File: config.mk
export PLATFORM = sky130hd
export DESIGN_NAME = imm_ext_pipe
export DESIGN_NICKNAME = d
export VERILOG_FILES = /design/src/rtl/imm_ext_pipe.sv
export SDC_FILE = /design/constraint.sdc
export NUM_CORES = 1
export LEC_CHECK = 0
export ABC_AREA = 0
export ABC_CLOCK_PERIOD_IN_PS = 5400
export BUFFER_PORTS_ARGS = -buffer_cell sky130_fd_sc_hd__buf_2
export CAP_MARGIN = 20
export CORE_MARGIN = 2
export CORE_UTILIZATION = 30
export CTS_CLUSTER_SIZE = 30
export DETAILED_ROUTE_END_ITERATION = 10
export PLACE_DENSITY = 0.56
export REMOVE_ABC_BUFFERS = 1
export SETUP_SLACK_MARGIN = 0.05
export SYNTH_ARGS = -nofsm -noshare
export SYNTH_HDL_FRONTEND = slang
export SYNTH_SLANG_ARGS = --single-unit
File: constraint.sdc
create_clock -name clk -period 5.4 [get_ports clk]
set_input_delay 1.08 -clock clk [delete_from_list [all_inputs] [get_ports clk]]
set_output_delay 1.08 -clock clk [all_outputs]
set_load 0.03 [all_outputs]
File: src/rtl/imm_ext_pipe.sv
// RV immediate generator for the decode stage: decodes I/S/B/U/J/CSR-zimm immediates
// and queues them with a sideband tag in a 2-entry valid/ready output buffer.
module imm_ext_pipe #(
  parameter int XLEN  = 32,
  parameter int TAG_W = 5
) (
  input  logic             clk,
  input  logic             reset,
  input  logic             flush,
  input  logic             in_valid,
  output logic             in_ready,
  input  logic [24:0]      Instr,
  input  logic [2:0]       ImmSrc,
  input  logic [TAG_W-1:0] in_tag,
  output logic             out_valid,
  input  logic             out_ready,
  output logic [XLEN-1:0]  ImmExt,
  output logic [TAG_W-1:0] out_tag,
  output logic             out_illegal
);

  typedef enum logic [2:0] {
    SRC_I = 3'b000,
    SRC_S = 3'b001,
    SRC_B = 3'b010,
    SRC_U = 3'b011,
    SRC_J = 3'b100,
    SRC_Z = 3'b101
  } immSrc_e;

  logic signed [31:0] rawImm;
  logic [XLEN-1:0]    immDec;
  logic               illDec;
  logic               signBit;

  // Instr carries instruction bits [31:7], so instruction bit k sits at Instr[k-7].
  assign signBit = Instr[24];

  always_comb begin
    rawImm = '0;
    illDec = 1'b0;
    case (ImmSrc)
      SRC_I:   rawImm = {{20{signBit}}, Instr[24:13]};
      SRC_S:   rawImm = {{20{signBit}}, Instr[24:18], Instr[4:0]};
      SRC_B:   rawImm = {{20{signBit}}, Instr[0], Instr[23:18], Instr[4:1], 1'b0};
      SRC_U:   rawImm = {Instr[24:5], 12'b0};
      SRC_J:   rawImm = {{12{signBit}}, Instr[12:5], Instr[13], Instr[23:14], 1'b0};
      SRC_Z:   rawImm = {27'b0, Instr[12:8]};
      default: illDec = 1'b1;
    endcase
  end

  assign immDec = XLEN'(rawImm);

  logic [XLEN-1:0]  immQ [2];
  logic [TAG_W-1:0] tagQ [2];
  logic             illQ [2];
  logic             headQ, headD;
  logic             tailQ, tailD;
  logic [1:0]       countQ, countD;
  logic             push, pop;

  assign in_ready  = (countQ != 2'd2) || out_ready;
  assign out_valid = (countQ != 2'd0);
  assign push      = in_valid && in_ready && !flush;
  assign pop       = out_valid && out_ready;

  assign headD  = headQ ^ pop;
  assign tailD  = tailQ ^ push;
  assign countD = countQ + {1'b0, push} - {1'b0, pop};

  // Head data is gated so a drained buffer never shows a stale popped entry.
  assign ImmExt      = out_valid ? immQ[headQ] : '0;
  assign out_tag     = out_valid ? tagQ[headQ] : '0;
  assign out_illegal = out_valid && illQ[headQ];

  always_ff @(posedge clk) begin
    if (reset || flush) begin
      headQ  <= 1'b0;
      tailQ  <= 1'b0;
      countQ <= 2'd0;
      for (int i = 0; i < 2; i++) begin
        immQ[i] <= '0;
        tagQ[i] <= '0;
        illQ[i] <= 1'b0;
      end
    end else begin
      headQ  <= headD;
      tailQ  <= tailD;
      countQ <= countD;
      if (push) begin
        immQ[tailQ] <= immDec;
        tagQ[tailQ] <= in_tag;
        illQ[tailQ] <= illDec;
      end
    end
  end

endmodule

---- After elaboration in Yosys (flattened, before gate mapping) ----
Memories as Yosys holds them, arrays and structs flattened. A register that Yosys moved wholly into a read port is not among the register bits.
Index checks and enable logic that the tools add are counted.
storage, ports and cells
  register bits ........................... 4
  memory bits (writable) .................. 76
  input port bits ......................... 38
  memories ................................ 3
memory list
  memory  words  width  rd ports  clocked after Yosys merged registers in  wr ports  line  text
  immQ    2      32     1         1                                        2         55    logic [XLEN-1:0] immQ [2];
  tagQ    2      5      1         1                                        2         56    logic [TAG_W-1:0] tagQ [2];
  illQ    2      1      1         1                                        2         57    logic illQ [2];
cells by class
  $add $sub $neg .......................... 2
  equality and inequality tests ........... 6
  mux-type cells .......................... 21
  bitwise operators ....................... 2
  reduce and logical (&&, ||, !) cells .... 13
operators by type and width
  operator                                        number
  case mux 32 bit (6 select lines)                1
  2-to-1 mux 32 bit                               2
  OR reduction 32 bit                             1
  2-to-1 mux 1 bit                                16
  2-to-1 mux 5 bit                                2
  == test 3 x 2 -> 1 bit (second input constant)  2
  == test 3 bit (second input constant)           2
  OR reduction 6 bit                              1
  OR reduction 5 bit                              1
  logical AND 1 bit                               4
  == test 3 x 1 -> 1 bit (second input constant)  1
  logical NOT 3 bit                               1
  adder 2 x 1 -> 2 bit                            1
  logical OR 1 bit                                2
  inequality test 2 bit (second input constant)   1
  nonzero test 2 bit                              1
  subtractor 2 x 1 -> 2 bit                       1
  bitwise XOR 1 bit                               2
  logical NOT 1 bit                               1
  OR reduction 1 bit                              1

---- Depth between registers and ports, before layout ----
Gate-level depths: netlist of the first run.
  depth after elaboration ................. 9
  gate-level depth with buffers ........... 10
  depth with buffers taken out ............ 9

---- Least setup slack after synthesis of the first run ----
OpenSTA, ideal clock, no wires.
  path kind ............................... in2reg
  from .................................... in out_ready
  to ...................................... mem illQ[0] (enable)
  arrival time ............................ 4.104 ns
  required time ........................... 4.914 ns
  path slack .............................. 0.810 ns
  stages .................................. 4
  buffers on the path ..................... 1
  path through ............................ or3b_1 buf_6 nand2_1 o21ai_0
RTL lines
  element          line  text
  start, declared  16    input logic out_ready,
  end, declared    57

==> results.yml, run 1 <==
pwr:
  power.leakage_nw: 1.93
  p_per_area_nw_per_um2: 314
  worst_ir_drop_vdd_v: 0.000128
critical_path:
  worstPathMaxFanout: 20
  arrival_ns: 2.13
  path_class: "flip-flop to primary output"
  worstPathRequired_ns: 4.32
  max_stage_delay_ns: 0.74
  crit_path_end_kind: "primary output"
  start_kind: "flip-flop"
  slowest_stage: "dfxtp_2"
  cp_cell_sequence: "buf_4, mux2i_1, nor2_1, buf_2"
synth:
  synth_edf_count: 76
  yosysUniqueCellTypes: 40
  ys.flop_type: "edfxtp_1"
  synth_area_leaders: "edfxtp_1, mux2i_1, nor2_1"
  synth.most_common_cell: "edfxtp_1"
  synth_top_area_share_pct: 56.0
  ys_async_sr_fraction_pct: 0
  synth-seq-area-share_pct: 58.0
  netlist_area_um2: 4070
  syn_area_per_cell_um2: 11.5
  yosysWarnings: 0
  netlist_instances: 353
  synth-seq-cells: 80
  yosysTopAreaCell: "edfxtp_1"
  ys_top_cells_by_count: "edfxtp_1, nor2_1, mux2i_1"
floorplan:
  die_w_um: 121
  die_area_um2: 14500
  start_util_pct: 30.8
  io-pin-count: 78
  rows: 42
  coreArea_um2: 13200
  die_h_um: 121
outcome:
  status: "finished, final reports clean"
finish:
  final_cells: 594
  fin_nets: 454
  syn_to_final_growth_pct: 20.2
  drive_above_1_share_pct: 24.9
  n_antenna_cell: 0
place:
  io_buffers: 77
  gp_congestion: 0.743
  dp_hpwl_um: 5960
  place_ws_ns: 2.41
  dpl.cell_count: 579
timing:
  finalHoldViolCount: 0
  finalCritPeriodShare_pct: 59.4
  rsz0062_at_grt: "false"
  post-route-min-period_ns: 3.21
  finalClockSkew_ns: 0.00613
  worst_slew_pin_slew_ns: 1.02
  setup_violations: 0
  timing.hold.ws_ns: 0.579
  timing.slew.headroom_pct: 32.0
  setup_ws_ns: 2.19
  max_freq_ghz: 0.312
  drv_slew: 0
  fin_setup_tns_ns: 0
drt:
  via_count: 2835
  ant_nets: 0
  drt-total-wl_um: 9270
  routedWlPerCell_um: 15.6
  firstDrtPassIters: 4
  drcViolationCount: 0
  drt_iter0_drc: 211
  avgViaCountPerCell: 4.77
cts:
  ctsHtreeMaxLevel: 3
  numCtsBuffers: 9
  cts_hold_buf: 0
  clk_latency_ns: 0.32
  numClockSinks: 80
  clkTransAtPathRegs_ns: 0.06
  cts_tree: "done"
  postCtsSetupRepairBufs: 0
  cts_resized: 0
  cts.path.max_buffers: 2
  cts-root-buf: "clkbuf_16"
job:
  maxCapViolations: 0
global_routing:
  grt_max_degree: 40
  antenna_found_initial: 0
  grt_pass1_wl_um: 14500
  overflow: 0
  grt_usage_pct: 13.1
  grt_pass1_vias: 2842
hold_path:
  hold_path_class: "flip-flop to flip-flop"
## worst max-delay path: cells and delay by family, from the launching register on
family                 cells  cell delay [ns]
flip-flops                 1             0.74
buffers and inverters      2             0.69
multiplexers               1             0.30
AND/OR/NAND/NOR            1             0.06
## through the flow
| stage | utilization [%] | area [um^2] | total power, mW |
|---|---|---|---|
| 4_1_cts | 37.0 | 4900 | 1.55 |
| 2_1_floorplan | - | 3920 | 0.809 |
| 3_3_place_gp | 34.4 | 4560 | 0.863 |
| 6_report | 37.0 | 4900 | 1.54 |
| 5_1_grt | 37.0 | 4900 | 1.59 |
| 3_5_place_dp | 34.4 | 4560 | 0.867 |
## flip-flops by register name (all words and copies together) (netlist names)
signal  count
tagQ       10
headQ       1
tailQ       1
countQ      2
illQ        2
immQ       64
## final timing paths
path                                 from  slack, ns         end  cells after the start
worst max-delay path                headQ       2.19  ImmExt[28]                      4
worst min-delay path                tailQ       0.58       tailQ                      2
worst max register to register  countQ[1]       3.19  immQ[1][7]                      3
worst min register to register      tailQ       0.58       tailQ                      2
## cell type report
cell class              count  area (um^2)
clock buffers              10          229
clock inverters             5          106
fillers                  1335         8350
inverters                   6         22.5
multi-input cells         238         1550
flip-flops and latches     80         2360
well taps                 176          220
repair buffers             79          400
## kinds of logic after synthesis
| kind of cell | count (synthesis) | share of synthesized area [%] |
|---|---|---|
| XOR/XNOR | 4 | 0.860 |
| AO/OA/AOI/OAI | 46 | 6.42 |
| buffers and inverters | 35 | 4.39 |
| multiplexers | 39 | 9.61 |
| flip-flops | 80 | 58.0 |
| adder cells (fa/ha/maj) | 2 | 0.614 |
| AND/OR/NAND/NOR | 147 | 20.1 |
## metal layers
metal	global-route usage [%]	up-vias	share of wire, %
met1	16.7	1332	47
li1	-	1421	-
met5	0	-	0
met3	3.07	4	4.7
met4	3.27	0	0.54
met2	22.2	78	48
## cells in the final DEF, fill, tap and decap left out, types with 2 or more instances in the layout
cell	instances
buf_2	77
edfxtp_1	76
nor2_1	62
mux2i_1	38
a21oi_1	30
nand2_1	15
and2_1	13
and3_1	13
and4b_1	9
clkbuf_16	9
inv_1	6
nor4bb_1	6
a31oi_1	6
nor3b_1	5
a311oi_1	5
nor4_1	4
nor3_1	3
nor2b_1	3
bufinv_16	3
dfxtp_1	3
nand2b_1	2
xor2_1	2
xnor2_1	2
ha_1	2
buf_4	2
## power breakdown
| part | switching (mW) | internal [mW] | total (mW) |
|---|---|---|---|
| registers | 0.0103 | 0.711 | 0.721 |
| logic | 0.0874 | 0.0431 | 0.130 |
| clock network | 0.235 | 0.450 | 0.685 |
Note: power is estimated with default switching activity, not from simulation.
==> run 2, diff against run 1 <==
--- a/config.mk
+++ b/config.mk
@@ -5,15 +5,15 @@
 export SDC_FILE = /design/constraint.sdc
 export NUM_CORES = 1
 export LEC_CHECK = 0
-export ABC_AREA = 0
-export ABC_CLOCK_PERIOD_IN_PS = 5400
+export ABC_AREA = 1
+export ABC_CLOCK_PERIOD_IN_PS = 2550
 export BUFFER_PORTS_ARGS = -buffer_cell sky130_fd_sc_hd__buf_2
 export CAP_MARGIN = 20
 export CORE_MARGIN = 2
 export CORE_UTILIZATION = 30
 export CTS_CLUSTER_SIZE = 30
 export DETAILED_ROUTE_END_ITERATION = 10
-export PLACE_DENSITY = 0.56
+export PLACE_DENSITY = 0.57
 export REMOVE_ABC_BUFFERS = 1
 export SETUP_SLACK_MARGIN = 0.05
 export SYNTH_ARGS = -nofsm -noshare
==> constraint.sdc (replaced) <==
create_clock -name clk -period 2.55 [get_ports clk]
set_input_delay 0.51 -clock clk [delete_from_list [all_inputs] [get_ports clk]]
set_output_delay 0.51 -clock clk [all_outputs]
set_load 0.03 [all_outputs]
==> results.yml, run 2 <==
cts:
  numClockSinks: 80
  clk_latency_ns: 0.35
  postCtsSetupRepairBufs: 0
  ctsHtreeMaxLevel: 3
  cts.path.max_buffers: 2
  cts_hold_buf: 0
  cts_tree: "done"
  cts-root-buf: "clkbuf_16"
  numCtsBuffers: 9
  cts_resized: 0
  clkTransAtPathRegs_ns: 0.06
place:
  io_buffers: 77
  dp_hpwl_um: 6730
  gp_congestion: 0.851
  placed_area_um2: 4550
finish:
  top_register: "immQ"
  final_cell_mix: "nand2_1, nor2_1, buf_2"
  syn_to_final_growth_pct: 21.9
  stdcell_area_um2: 4870
  fin_nets: 535
  n_antenna_cell: 0
  largest_reg_flops: 64
  drive_above_1_share_pct: 25.6
  final_common_cell: "nand2_1"
  largestRegisters: "immQ: 64 flops, tagQ: 10 flops"
critical_path:
  crit_path_end_kind: "primary output"
  arrival_ns: 1.69
  path_class: "flip-flop to primary output"
  start_kind: "flip-flop"
  worstPathMaxFanout: 16
  worstPathRequired_ns: 2.04
timing:
  timing.slew.headroom_pct: 67.5
  timing.hold.ws_ns: 0.456
  finalCritPeriodShare_pct: 86.3
  worst_slew_pin_slew_ns: 0.487
  drv_slew: 0
  fin_setup_tns_ns: 0
  max_freq_ghz: 0.454
  finalHoldViolCount: 0
  post-route-min-period_ns: 2.20
  rsz0062_at_grt: "false"
  setup_violations: 0
  finalClockSkew_ns: 0.00463
pwr:
  switchingPower_mw: 0.769
  worst_ir_drop_vdd_v: 0.000385
  clock_power_share_pct: 42.8
  switching_share_pct: 23.8
  total_power_mw: 3.23
  p_seq_share_pct: 47.2
  power.leakage_nw: 2.05
  p_int_mw: 2.46
  p_comb_share_pct: 10.0
  p_per_area_nw_per_um2: 662
global_routing:
  grt_usage_pct: 15.4
  antenna_found_initial: 0
  grt_pass1_wl_um: 16600
  overflow: 0
  grt_pass1_vias: 3156
  grt_max_degree: 40
synth:
  yosysWarnings: 0
  synth_area_leaders: "edfxtp_1, nand2_1, nor2_1"
  synth_edf_count: 76
  synth_top_area_share_pct: 57.1
  yosysTopAreaCell: "edfxtp_1"
  synth-seq-area-share_pct: 59.1
  netlist_area_um2: 4000
  syn_area_per_cell_um2: 9.34
  ys.flop_type: "edfxtp_1"
  ys_top_cells_by_count: "nand2_1, nor2_1, edfxtp_1"
  netlist_instances: 428
  synth.most_common_cell: "nand2_1"
  ys_async_sr_fraction_pct: 0
  synth-seq-cells: 80
  yosysUniqueCellTypes: 25
drt:
  ant_nets: 0
  drt_iter0_drc: 208
  routedWlPerCell_um: 15.7
  via_count: 3235
  avgViaCountPerCell: 4.79
  firstDrtPassIters: 4
  drcViolationCount: 0
  drt-total-wl_um: 10600
floorplan:
  die_h_um: 119
  die_area_um2: 14300
  coreArea_um2: 13100
  io-pin-count: 78
  rows: 42
  start_util_pct: 30.4
  die_w_um: 119
outcome:
  status: "finished, final reports clean"
job:
  maxCapViolations: 0
hold_path:
  hold_path_class: "input pin to flip-flop"
run 2: power by group through the flow:
stage / clock network [mW] / logic (mW) / registers, mW
finish: 1.38 / 0.322 / 1.52
global route: 1.46 / 0.357 / 1.53
CTS: 1.41 / 0.328 / 1.52
detailed placement: 0 / 0.327 / 1.55
global placement: 0 / 0.322 / 1.55
floorplan: 0 / 0.183 / 1.55
run 2: worst paths after layout:
kind,from,slack [ns],endpoint,depth (start not counted)
setup / recovery,countQ[1],0.35,ImmExt[20],4
hold / removal,reset,0.46,countQ[0],4
setup reg to reg,countQ[1],0.70,countQ[1],9
hold reg to reg,tailQ,0.53,tailQ,2
run 2: worst max-delay path, stage by stage, from the launching register on:
cell	delay, ns
dfxtp_1	0.35
nor2_4	0.38
buf_4	0.33
a21oi_1	0.09
buf_2	0.19
run 2: layout make-up:
| type | count | area, um^2 |
|---|---|---|
| timing repair buffer | 86 | 490 |
| sequential | 80 | 2360 |
| tap | 176 | 220 |
| clock buffer | 9 | 225 |
| inverter | 19 | 73.8 |
| fill | 1377 | 8270 |
| clock inverter | 7 | 96.3 |
| multi-input combinational | 299 | 1400 |
run 2: logic make-up after synthesis:
kind of cell	synth area share [%]
AOI/OAI and AO/OA	9.36
adders and majority gates	0.626
xor gates and xnor gates	0.219
and+or+nand+nor	24.6
buffers and inverters	6.07
DFF	59.1
run 2: metal layers:
layer	wire (um)	share of wire [%]	track usage, %	vias up
met2	5010	47	24.4	91
li1	-	-	-	1572
met3	663	6.3	5.46	13
met4	131	1.2	4.49	0
met1	4780	45	19.9	1559
met5	0	0	0	-
run 2: through the flow:
step | instances | util (%) | worst slack, ns
after CTS | 676 | 37.1 | 0.295
after global routing | 676 | 37.1 | 0.229
after global placement | 660 | 34.6 | 0.693
after detailed placement | 660 | 34.6 | 0.639
final | 676 | 37.1 | 0.348
after floorplan | 398 | - | -0.709
==> run 3, diff against run 2 <==
--- a/config.mk
+++ b/config.mk
@@ -5,7 +5,7 @@
 export SDC_FILE = /design/constraint.sdc
 export NUM_CORES = 1
 export LEC_CHECK = 0
-export ABC_AREA = 1
+export ABC_AREA = 0
 export ABC_CLOCK_PERIOD_IN_PS = 2550
 export BUFFER_PORTS_ARGS = -buffer_cell sky130_fd_sc_hd__buf_2
 export CAP_MARGIN = 20
==> results.yml, run 3 (synthesis gave the netlist of run 1 again) <==
floorplan:
  die_h_um: 121
  start_util_pct: 30.8
  rows: 42
  die_area_um2: 14500
  die_w_um: 121
  io-pin-count: 78
  coreArea_um2: 13200
finish:
  final_common_cell: "buf_2"
  fin_nets: 461
  final_cell_mix: "buf_2, edfxtp_1, nor2_1"
  largestRegisters: "immQ: 64 flops, tagQ: 10 flops"
  syn_to_final_growth_pct: 21.3
  n_antenna_cell: 0
  stdcell_area_um2: 4940
  fillers: 1316
  largest_reg_flops: 64
  top_register: "immQ"
  fin_util_pct: 37.3
  drive_above_1_share_pct: 26.5
cts:
  clkTransAtPathRegs_ns: 0.06
  cts.path.max_buffers: 2
  ctsHtreeMaxLevel: 3
  postCtsSetupRepairBufs: 0
  cts_resized: 0
  cts-root-buf: "clkbuf_16"
  clk_latency_ns: 0.33
  numClockSinks: 80
  cts_tree: "done"
  cts_hold_buf: 0
  numCtsBuffers: 9
job:
  maxCapViolations: 0
timing:
  finalHoldViolCount: 0
  timing.hold.ws_ns: 0.365
  worst_slew_pin_slew_ns: 0.782
  drv_slew: 0
  rsz0062_at_grt: "false"
  max_freq_ghz: 0.486
  post-route-min-period_ns: 2.06
  setup_ws_ns: 0.491
  timing.slew.headroom_pct: 47.8
  finalCritPeriodShare_pct: 80.8
  setup_violations: 0
  finalClockSkew_ns: 0.00590
global_routing:
  grt_pass1_vias: 2880
  grt_max_degree: 39
  grt_usage_pct: 13.4
  overflow: 0
  grt_pass1_wl_um: 15000
  antenna_found_initial: 0
pwr:
  switching_share_pct: 24.4
  p_comb_share_pct: 9.6
  power.leakage_nw: 1.95
  p_int_mw: 2.27
  switchingPower_mw: 0.735
  p_seq_share_pct: 50.6
  p_per_area_nw_per_um2: 609
  clock_power_share_pct: 39.7
  worst_ir_drop_vdd_v: 0.000292
drt:
  firstDrtPassIters: 4
  routedWlPerCell_um: 15.5
  avgViaCountPerCell: 4.82
  via_count: 2902
  drt_iter0_drc: 197
  ant_nets: 0
  drt-total-wl_um: 9360
  drcViolationCount: 0
critical_path:
  arrival_ns: 1.55
  start_kind: "flip-flop"
  path_class: "flip-flop to primary output"
  r2r_cells: 9
  worstPathMaxFanout: 27
  crit_path_end_kind: "primary output"
  worstPathRequired_ns: 2.04
place:
  io_buffers: 77
  place_ws_ns: 0.409
  gp_congestion: 0.812
  placed_area_um2: 4660
  dp_hpwl_um: 6190
hold_path:
  hold_depth: 2
  hold_path_class: "input pin to flip-flop"
outcome:
  status: "finished, final reports clean"
## run 3: worst max-delay path, cell delays in order, from the launching register on
cell     delay [ns]
dfxtp_1        0.36
nor2_4         0.35
buf_12         0.23
nor2_1         0.09
buf_2          0.18
## run 3: stage by stage
stage	TNS (ns)	instances	power, mW
after global placement	0	586	1.84
after detailed placement	0	586	1.85
final	0	602	3.01
after global routing	0	602	3.13
after CTS	0	602	3.04
after floorplan	-65.48	324	1.71
## run 3: per-layer routing
layer / share of wire, % / vias to the layer above / GRT usage, %
li1: - / 1430 / -
met1: 46 / 1386 / 17.1
met2: 49 / 81 / 22.7
met3: 5.1 / 5 / 3.63
met4: 0.71 / 0 / 2.83
met5: 0 / - / 0
## run 3: cell type report
class | instances | area, um^2 | area share (%)
Clock buffer | 9 | 225 | 4.56
Clock inverter | 7 | 53.8 | 1.09
Tap cell | 176 | 220 | 4.46
Multi-Input combinational cell | 238 | 1550 | 31.4
Sequential cell | 80 | 2360 | 47.8
Inverter | 6 | 22.5 | 0.456
Timing Repair Buffer | 86 | 503 | 10.2
## run 3: power groups by stage
stage,sequential (mW),clock (mW),combinational (mW)
global route,1.53,1.28,0.323
floorplan,1.55,0,0.160
CTS,1.52,1.22,0.295
detailed placement,1.55,0,0.295
finish,1.52,1.20,0.290
global placement,1.55,0,0.291
## run 3: path summary, 6_finish.rpt
| check | start | slack [ns] | to |
|---|---|---|---|
| max reg2reg | countQ[1] | 0.59 | countQ[1] |
| max | countQ[1] | 0.49 | ImmExt[1] |
| min | reset | 0.37 | headQ |
| min reg2reg | tailQ | 0.58 | tailQ |
